==> src/rtl/multicycle_invert_negate.sv <==
// multicycle_invert_negate: bitwise NOT or two's-complement negate, CHUNK bits per cycle
// Ports: clock, reset_n (async, active-low); in_valid/in_ready/data_in/mode accept an operand
// (mode 0 = NOT, 1 = negate); out_valid/out_ready/data_out deliver the result, with
// overflow (negate of the most-negative value) and zero flags valid only while out_valid.
module multicycle_invert_negate #(
    parameter int WIDTH = 32,
    parameter int CHUNK = 8
) (
    input  logic             clock,
    input  logic             reset_n,
    input  logic             in_valid,
    output logic             in_ready,
    input  logic [WIDTH-1:0] data_in,
    input  logic             mode,
    output logic             out_valid,
    input  logic             out_ready,
    output logic [WIDTH-1:0] data_out,
    output logic             overflow,
    output logic             zero
);
    localparam int NCHUNK = WIDTH / CHUNK;
    localparam int IW = NCHUNK > 1 ? $clog2(NCHUNK) : 1;
    typedef enum logic [1:0] {IDLE, BUSY, DONE} state_t;
    state_t state, next_state;
    logic [IW-1:0] idx;
    logic carry;
    logic mode_r;
    logic [WIDTH-1:0] op;
    logic [WIDTH-1:0] res;
    logic [CHUNK:0] sum;
    logic last;
    // Negate is NOT plus one: seeding the carry with mode injects that +1 into chunk 0.
    assign sum = {1'b0, ~op[int'(idx)*CHUNK +: CHUNK]} + (CHUNK+1)'(carry);
    assign last = idx == IW'(NCHUNK - 1);
    always_ff @(posedge clock or negedge reset_n) begin
        if (!reset_n) state <= IDLE;
        else state <= next_state;
    end
    always_comb begin
        next_state = (state == IDLE) ? (in_valid ? BUSY : IDLE) :
                     (state == BUSY) ? (last ? DONE : BUSY) :
                     (out_ready ? IDLE : DONE);
    end
    always_comb begin
        in_ready = state == IDLE;
        out_valid = state == DONE;
        data_out = out_valid ? res : '0;
        overflow = out_valid && mode_r && op == {1'b1, {(WIDTH-1){1'b0}}};
        zero = out_valid && res == '0;
    end
    always_ff @(posedge clock or negedge reset_n) begin
        if (!reset_n) begin
            idx <= '0;
            carry <= 1'b0;
            mode_r <= 1'b0;
            op <= '0;
            res <= '0;
        end else if (state == IDLE && in_valid) begin
            idx <= '0;
            carry <= mode;
            mode_r <= mode;
            op <= data_in;
        end else if (state == BUSY) begin
            res[int'(idx)*CHUNK +: CHUNK] <= sum[CHUNK-1:0];
            carry <= sum[CHUNK];
            idx <= last ? '0 : idx + 1'b1;
        end
    end
endmodule

==> config.mk <==
export PLATFORM = sky130hd
export DESIGN_NAME = multicycle_invert_negate
export DESIGN_NICKNAME = d
export VERILOG_FILES = /design/src/rtl/multicycle_invert_negate.sv
export SDC_FILE = /design/constraint.sdc
export NUM_CORES = 1
export LEC_CHECK = 0
export CAP_MARGIN = 0
export CORE_MARGIN = 2
export CORE_UTILIZATION = 40
export DETAILED_ROUTE_END_ITERATION = 16
export PLACE_DENSITY = 0.72
export SYNTH_ARGS = -nofsm -noshare
export SYNTH_HDL_FRONTEND = slang
export SYNTH_SLANG_ARGS = --single-unit
==> constraint.sdc <==
create_clock -name clock -period 6.6 [get_ports clock]
set_clock_uncertainty 0.05 [all_clocks]
set_input_delay 0.66 -clock clock [delete_from_list [all_inputs] [get_ports clock]]
set_output_delay 0.66 -clock clock [all_outputs]
set_load 0.01 [all_outputs]
Yosys cells after proc, flatten, opt, wreduce, memory -nomap -nowiden. Cells that the tools add are included. W data, S select, Z words.

Register bits: 70. Input port bits: 37. Logic and storage cells: 38.

Add/sub/neg operators: 3. Eq/ne operators: 4. Shift operators: 3. Multiplexer cells: 12. Bitwise logic cells: 2. Reductions and logical operators: 8.

Operators by type and width (count): $neg A5 Y33 (1); $shift A8 B33 Y32 const A (1); $shiftx A8 B33 Y32 (1); $bwmux W32 (1); $eq A32 B32 Y1 const B (1); $logic_not A32 Y1 (1); $mux W32 (1); $shiftx A32 B6 Y8 (1); $mux W2 (7); $add A8 B1 Y9 (1); $not A8 Y8 (1); $eq A2 B2 Y1 const B (2); $logic_and A1 B1 Y1 (4); $mux W1 (3); $add A2 B1 Y2 const B (1); $eq A2 B1 Y1 const B (1); $logic_not A2 Y1 (1); $reduce_and A2 Y1 (1); $reduce_bool A2 Y1 (1); $not A1 Y1 (1).

Logic depth before layout (Yosys ltp). Gate-level depths: netlist of the first run.

Depth after elaboration: 5. Mapped depth: 9.

Least setup slack after synthesis of the first run. Ideal clock, no wire load.

Path type: register to register. Start: register idx[0]. End: register res[31]. Library setup time: 0.126 ns. Arrival time: 2.336 ns. Path slack: 4.088 ns. Stages on the path, launching flop included: 10. Path buffers: 2. Period minus slack after synthesis: 2.512 ns. Cell sequence: dfrtp_1 -> buf_6 -> buf_4 -> mux4_2 -> inv_1 -> ha_1 -> inv_1 -> nor4_4 -> nand2_1 -> a221o_1.

Longest elaborated chain between the ends: 5. Elaborated cells on any way between the ends: 7. Classes of those cells: add/sub: 2; shift: 3; mux: 1; bitwise: 1.

RTL lines: from (decl) (RTL line 25) `logic [IW-1:0] idx;`; from (signal assigned) (RTL line 66) `idx <= last ? '0 : idx + 1'b1;`; $shiftx A32 B6 Y8 (RTL line 33) `assign sum = {1'b0, ~op[int'(idx)*CHUNK +: CHUNK]} + (CHUNK+1)'(carry);`; $not A8 Y8 (RTL line 33); $add A8 B1 Y9 (RTL line 33); $shiftx A8 B33 Y32 (RTL line 64) `res[int'(idx)*CHUNK +: CHUNK] <= sum[CHUNK-1:0];`; $bwmux W32 (*) (RTL line 64); to (signal, indexed assignment) (RTL line 64); to (decl) (RTL line 29) `logic [WIDTH-1:0] res;`.

Mark *: on every way between the ends. The rest lies on a longest branch, timed or not. A chain may end at the register's enable or synchronous reset.

Final worst setup path of the first run.
Start: register state[1]. End: output port zero.

Longest elaborated chain between the ends: 2.

RTL lines: from (decl) (RTL line 24) `state_t state, next_state;`; from (signal assigned) (RTL line 37) `else state <= next_state;`; $eq A2 B2 Y1 (RTL line 46) `out_valid = state == DONE;`; $logic_and A1 B1 Y1 (RTL line 49) `zero = out_valid && res == '0;`; to (decl) (RTL line 19) `output logic zero`.

Every way passes these cells.

==> summary.md, run 1 <==
| Metric | Value |
|---|---|
| N_diodes | 0 |
| Yosys reg bits | 70 |
| DR iter-0 viols | 132 |
| Placed insts | 460 |
| CP bufs+invs | 2 |
| CTS buffer count | 9 |
| Leak Pwr | 1.88 nW |
| Pwr Total | 1.98 mW |
| Hold crit path type | input port to asynchronous set/reset pin |
| Final Hold Vio Count | 0 |
| Vias post-DR | 2659 |
| Final nets | 408 |
| Post-DP HPWL | 6.11 mm |
| Final Worst Setup Slack | 3.57 ns |
| Avg Cell Area, Syn | 12.2 sq um |
| CTS tree | built |
| Arrival time of the worst setup path | 2.32 ns |
| Synth Net Count | 334 |
| Synth cell types | 41 |
| DRC | 0 |
| RR Startpoint | idx[0] |
| Status | complete, no violations |
| Final Non-Filler Cells | 476 |
| Post-synth EDFFs | 0 |
| # resized after CTS | 0 |
| Final Cell Area | 0.00455 sq mm |
| Routed wire per std cell | 17.2 um |
| Gr ovfl total | 0 |
| Final Wtd Congestion | 0.946 |
| Synth area leaders | dfrtp_1 50%, mux2_2 11%, and2_1 5.7% |
| Top-count cell post-synth | dfrtp_1 |
| H-tree Lvls | 3 |
| Peak fanout along the critical path | 34 |
| Hold_ws | 0.448 ns |
| Setup bufs post-CTS | 0 |
| Port-buffer cells | 72 |
| Clock transition at path regs | 0.08 ns |
| Post-synth top area share | 49.7% |
| First-pass GRT wire length | 13.6 mm |
| Pwr/cell area | 435 mW/mm^2 |
| Die ar. | 0.00958 sq mm |
| RSZ-0062 raised after global routing | false |
| Dpl cell area | 0.00435 sq mm |
| Syn. warnings | 0 |
| Peak supply drop | 196 uV |
| DRT antenna net count | 0 |
| CP cell instances | nor2b_1 > buf_4 > nand2_1 > nor3_1 > clkdlybuf4s50_1 |
| Period minus WS final | 3.03 ns |
| Clk Latency, worst-skew pair | 0.35 ns |
| TNS Setup | 0 ns |
| Setup violators final | 0 |
| Critical path capture point type | output pin |
| Die Y | 97.9 um |
| Placement Setup Slack | 3.61 ns |
| Worst path required time | 5.89 ns |
| Chip Width | 97.9 um |
| Max Clk Rate | 330 MHz |
| Max Cap Viol | 0 |
| Top_reg_cell synth | dfrtp_1 |
| Mapped Area | 0.00353 sq mm |
| Total core area | 0.00864 sq mm |
| Synth top cells by count | 70 x dfrtp_1, 33 x mux2_2, 32 x and2_1, 22 x a22o_1, 17 x nand2_1 |
| Clock Sinks | 70 |
| CP startpoint kind | flop |
| Yosys top cell by area | dfrtp_1 |
| Worst Tran Pin Value | 1.05 ns |
| Antenna violations before repair | 0 |
| Post-synth ARST share | 100% |
| Drt total wl | 8.18 mm |
| Reg2reg end | res[27] |
| Setup CP Type | flop to output pin |
| # rows | 34 |
| CP max stage delay | 0.57 ns |
| Initial core utilization | 40.8% |
| Vias in the first global route | 2679 |
| Hold buffers post-CTS | 0 |
| Relative slew margins | 29.0% |
| DR vias/cell | 5.59 |
| Root Buffer | clkbuf_8 |
| Layout cells sized above 1 | 18.5% |
| Largest net degree at the start of global routing | 71 |
| Area Overhead vs Synth | 28.9% |
| CP delay by family, top | buffers and inverters |
| Total GRT Usage | 17.8% |
| Fin util | 52.6% |
| Post-synthesis sequential area ratio | 49.7% |
| Final slew viol count | 0 |
| Slowest-stage cell, CP | dfrtp_1 |
| CTS max path bufs | 2 |
| Gate count of the mapped netlist | 289 |
| Fin crit share | 45.9% |
| Io pins | 73 |
| R2R setup slack | 3.61 ns |
| Reg2reg path depth | 7 |
| Drt pass-1 iters | 7 |
| Worst Setup SP | state[1] |
## state kept, by name, indices dropped and copies added, names as in the netlist
name / count
carry: 1
op: 32
state: 2
res: 32
idx: 2
mode_r: 1
## final cells by class
cell class,count,area [sq um]
repair buffers,75,738
well taps,108,135
clock inverters,6,61.3
fillers,760,4090
multi-input cells,199,1690
flip-flops and latches,70,1750
inverters,8,30.0
clock buffers,10,138
## worst max path at each step
stage	to	slack, ns	cells after the start
after floorplan	res[31]	4.09	9
after global placement	res[19]	3.69	7
after detailed placement	res[13]	3.61	7
after CTS	zero	3.56	5
after global routing	res[29]	3.35	7
final	zero	3.57	5
## where the power goes
group	total [mW]	switching, mW	internal [mW]
Combinational	0.822	0.420	0.402
Sequential	0.811	0.199	0.613
Clock	0.343	0.160	0.183
## kinds of logic after synthesis
family                   after synthesis  share of synthesized area (%)
flip-flops                            70                           49.7
multiplexers                          42                           16.1
adder cells (fa/ha/maj)                8                           2.84
buffers and inverters                 20                           2.48
AND/OR/NAND/NOR                      105                           18.3
AO/OA/AOI/OAI                         42                           10.0
XOR/XNOR                               2                          0.497
## cells in the final DEF (no fill, tap or decap), types with 3 or more instances in the layout
cell type and count:
nor2b_1 3, inv_1 8, nand4_1 5, clkdlybuf4s50_1 71, clkinv_2 3, mux4_2 6
dfrtp_1 70, nand3b_1 3, nor4_1 15, nand2_1 17, nor3_1 4, mux2_2 33
a22o_1 22, o31ai_1 8, and2_1 32, buf_4 3, nor2_1 7, and4_1 3
clkbuf_8 10, ha_1 8, nand3_1 5
## per-layer routing
layer / wire length [um] / part of all wire (%) / vias up / global-route usage, %
li1: - / - / 1233 / -
met3: 547 / 6.7 / 21 / 3.58
met2: 3720 / 45 / 121 / 27.1
met4: 259 / 3.2 / 0 / 9.08
met1: 3660 / 45 / 1284 / 24.2
met5: 0 / 0 / - / 0
## worst register-to-register path: cells and delay by family (launching register included)
family	cells	cell delay [ns]
and+or+nand+nor	2	0.84
buffers and inverters	2	0.15
AOI/OAI and AO/OA	1	0.26
muxes	1	0.59
DFF	1	0.84
adders and majority gates	1	0.15
Note: power is estimated with default switching activity, not from simulation.
==> inputs of run 2 (changes only) <==
PLACE_DENSITY = 0.74   (was 0.72)
clock period = 2.5 ns   (was 6.6 ns; I/O delays follow)
==> summary.md, run 2 (synthesis gave the netlist of run 1 again) <==
| Metric | Value |
|---|---|
| Peak supply drop | 518 uV |
| Most frequent cells in the layout | 71 x clkdlybuf4s50_1, 70 x dfrtp_1, 33 x and2_1, 33 x mux2_2, 22 x a22o_1 |
| Pwr Total | 5.36 mW |
| Clk Latency, worst-skew pair | 0.34 ns |
| Layout cells sized above 1 | 21.7% |
| Vias in the first global route | 2716 |
| Total core area | 0.00864 sq mm |
| Initial core utilization | 40.8% |
| Psw | 2.07 mW |
| Met1 Use GR | 25.0% |
| DR iter-0 viols | 124 |
| CP cell instances | nor4_1 > nand4_1 > nor3_1 > clkdlybuf4s50_1 |
| Die ar. | 0.00958 sq mm |
| Critical path capture point type | output pin |
| Power share of the clock group | 17.0% |
| Hold_ws | 0.409 ns |
| Chip Width | 97.9 um |
| CTS max path bufs | 2 |
| H-tree Lvls | 3 |
| Status | complete, no violations |
| Grt peak-use layer | met2 |
| CTS buffer count | 9 |
| Worst Tran Pin Value | 0.628 ns |
| Die Y | 97.9 um |
| Final Hold Vio Count | 0 |
| Fill cells | 731 |
| Largest net degree at the start of global routing | 71 |
| Final slew viol count | 0 |
| Final nets | 422 |
| Pwr/cell area | 1140 mW/mm^2 |
| DRT antenna net count | 0 |
| Max Clk Rate | 432 MHz |
| Post-DP HPWL | 6.15 mm |
| Worst path required time | 2.20 ns |
| Max Cap Viol | 0 |
| Arrival time of the worst setup path | 2.02 ns |
| Area Overhead vs Synth | 33.0% |
| Gr ovfl total | 0 |
| Drt total wl | 8.10 mm |
| Clock transition at path regs | 0.08 ns |
| # rows | 34 |
| DR vias/cell | 5.53 |
| Peak fanout along the critical path | 3 |
| CP max stage delay | 0.59 ns |
| Met3 usage | 3.51% |
| Setup violators final | 0 |
| Io pins | 73 |
| Final Wtd Congestion | 0.886 |
| Commonest non-fill, non-tap cell in the layout | clkdlybuf4s50_1 |
| Period minus WS final | 2.32 ns |
| Slowest-stage cell, CP | clkdlybuf4s50_1 |
| Leak Pwr | 1.96 nW |
| CP startpoint kind | flop |
| Setup CP Type | flop to output pin |
| Fin crit share | 92.7% |
| Int Pwr | 3.29 mW |
| DRC | 0 |
| Vias post-DR | 2712 |
| RSZ-0062 raised after global routing | false |
| Drt pass-1 iters | 4 |
| Seq pwr share | 38.2% |
| Routed wire per std cell | 16.5 um |
| Clock Sinks | 70 |
| Hold crit path type | input port to asynchronous set/reset pin |
| Relative slew margins | 57.8% |
| Root Buffer | clkbuf_8 |
| Antenna violations before repair | 0 |
| TNS Setup | 0 ns |
| CTS tree | built |
| First-pass GRT wire length | 13.5 mm |
| Power share of the combinational group | 44.8% |
| Largest registers | op x32, res x32 |
| N_diodes | 0 |
| Switching power share of the total | 38.6% |
| Port-buffer cells | 72 |
| Total GRT Usage | 17.8% |
| GR Util met2 | 27.2% |
## run 2: changes by cell type in the layout (fill, tap and decap cells not counted), sizes merged
| cell | previous run | this run |
|---|---|---|
| dlygate4sd3 | 0 | 1 |
| buf | 4 | 17 |
## run 2: power by group through the flow
stage | sequential, mW | clock (mW) | combinational, mW
CTS | 2.04 | 0.928 | 2.40
finish | 2.05 | 0.913 | 2.40
global route | 2.12 | 0.981 | 2.62
floorplan | 1.88 | 0 | 1.75
global placement | 2.04 | 0 | 2.33
detailed placement | 2.06 | 0 | 2.39
## run 2: worst paths after layout
kind / startpoint / endpoint / slack [ns] / depth (start not counted)
setup reg to reg: idx[0] / res[7] / 0.18 / 6
max in group asynchronous: reset_n / idx[1] / 1.70 / 3
hold reg to reg: res[22] / res[22] / 0.47 / 2
setup / recovery: op[10] / overflow / 0.18 / 4
min in group clock: out_ready / state[1] / 0.42 / 2
hold / removal: reset_n / res[18] / 0.41 / 3
## run 2: what timing repair did
action | CTS | global route
setup buffers | 0 | 0
hold endpoints to repair | 70 | 0
endpoints found under the setup margin | 0 | 6
resized for setup | 0 | 5
hold buffers | 1 | 0
## run 2: routing by layer
| layer | share of wire [%] | wire length (um) |
|---|---|---|
| met5 | 0 | 0 |
| met4 | 1.5 | 121 |
| met3 | 6.2 | 502 |
| met2 | 46 | 3750 |
| met1 | 46 | 3720 |
## run 2: area by class of cell
cell class | instances | area [sq um] | area share (%)
inverter | 8 | 30.0 | 0.640
sequential | 70 | 1750 | 37.3
multi-input combinational | 199 | 1700 | 36.2
timing repair buffer | 89 | 875 | 18.6
tap | 108 | 135 | 2.88
clock buffer | 10 | 138 | 2.93
clock inverter | 6 | 61.3 | 1.31
## run 2: through the flow
step / area, sq um / cells / setup slack (ns) / utilization (%)
floorplan: 3530 / 289 / 0.124 / -
global placement: 4470 / 473 / 0.172 / 51.8
detailed placement: 4470 / 473 / 0.112 / 51.8
CTS: 4680 / 490 / 0.0632 / 54.2
global route: 4690 / 490 / 0.00687 / 54.3
finish: 4690 / 490 / 0.183 / 54.3
## run 2: critical path, delay by kind of cell, from the launching register on
family | cells | cell delay [ns]
DFF | 1 | 0.42
and+or+nand+nor | 3 | 0.68
buffers and inverters | 1 | 0.59
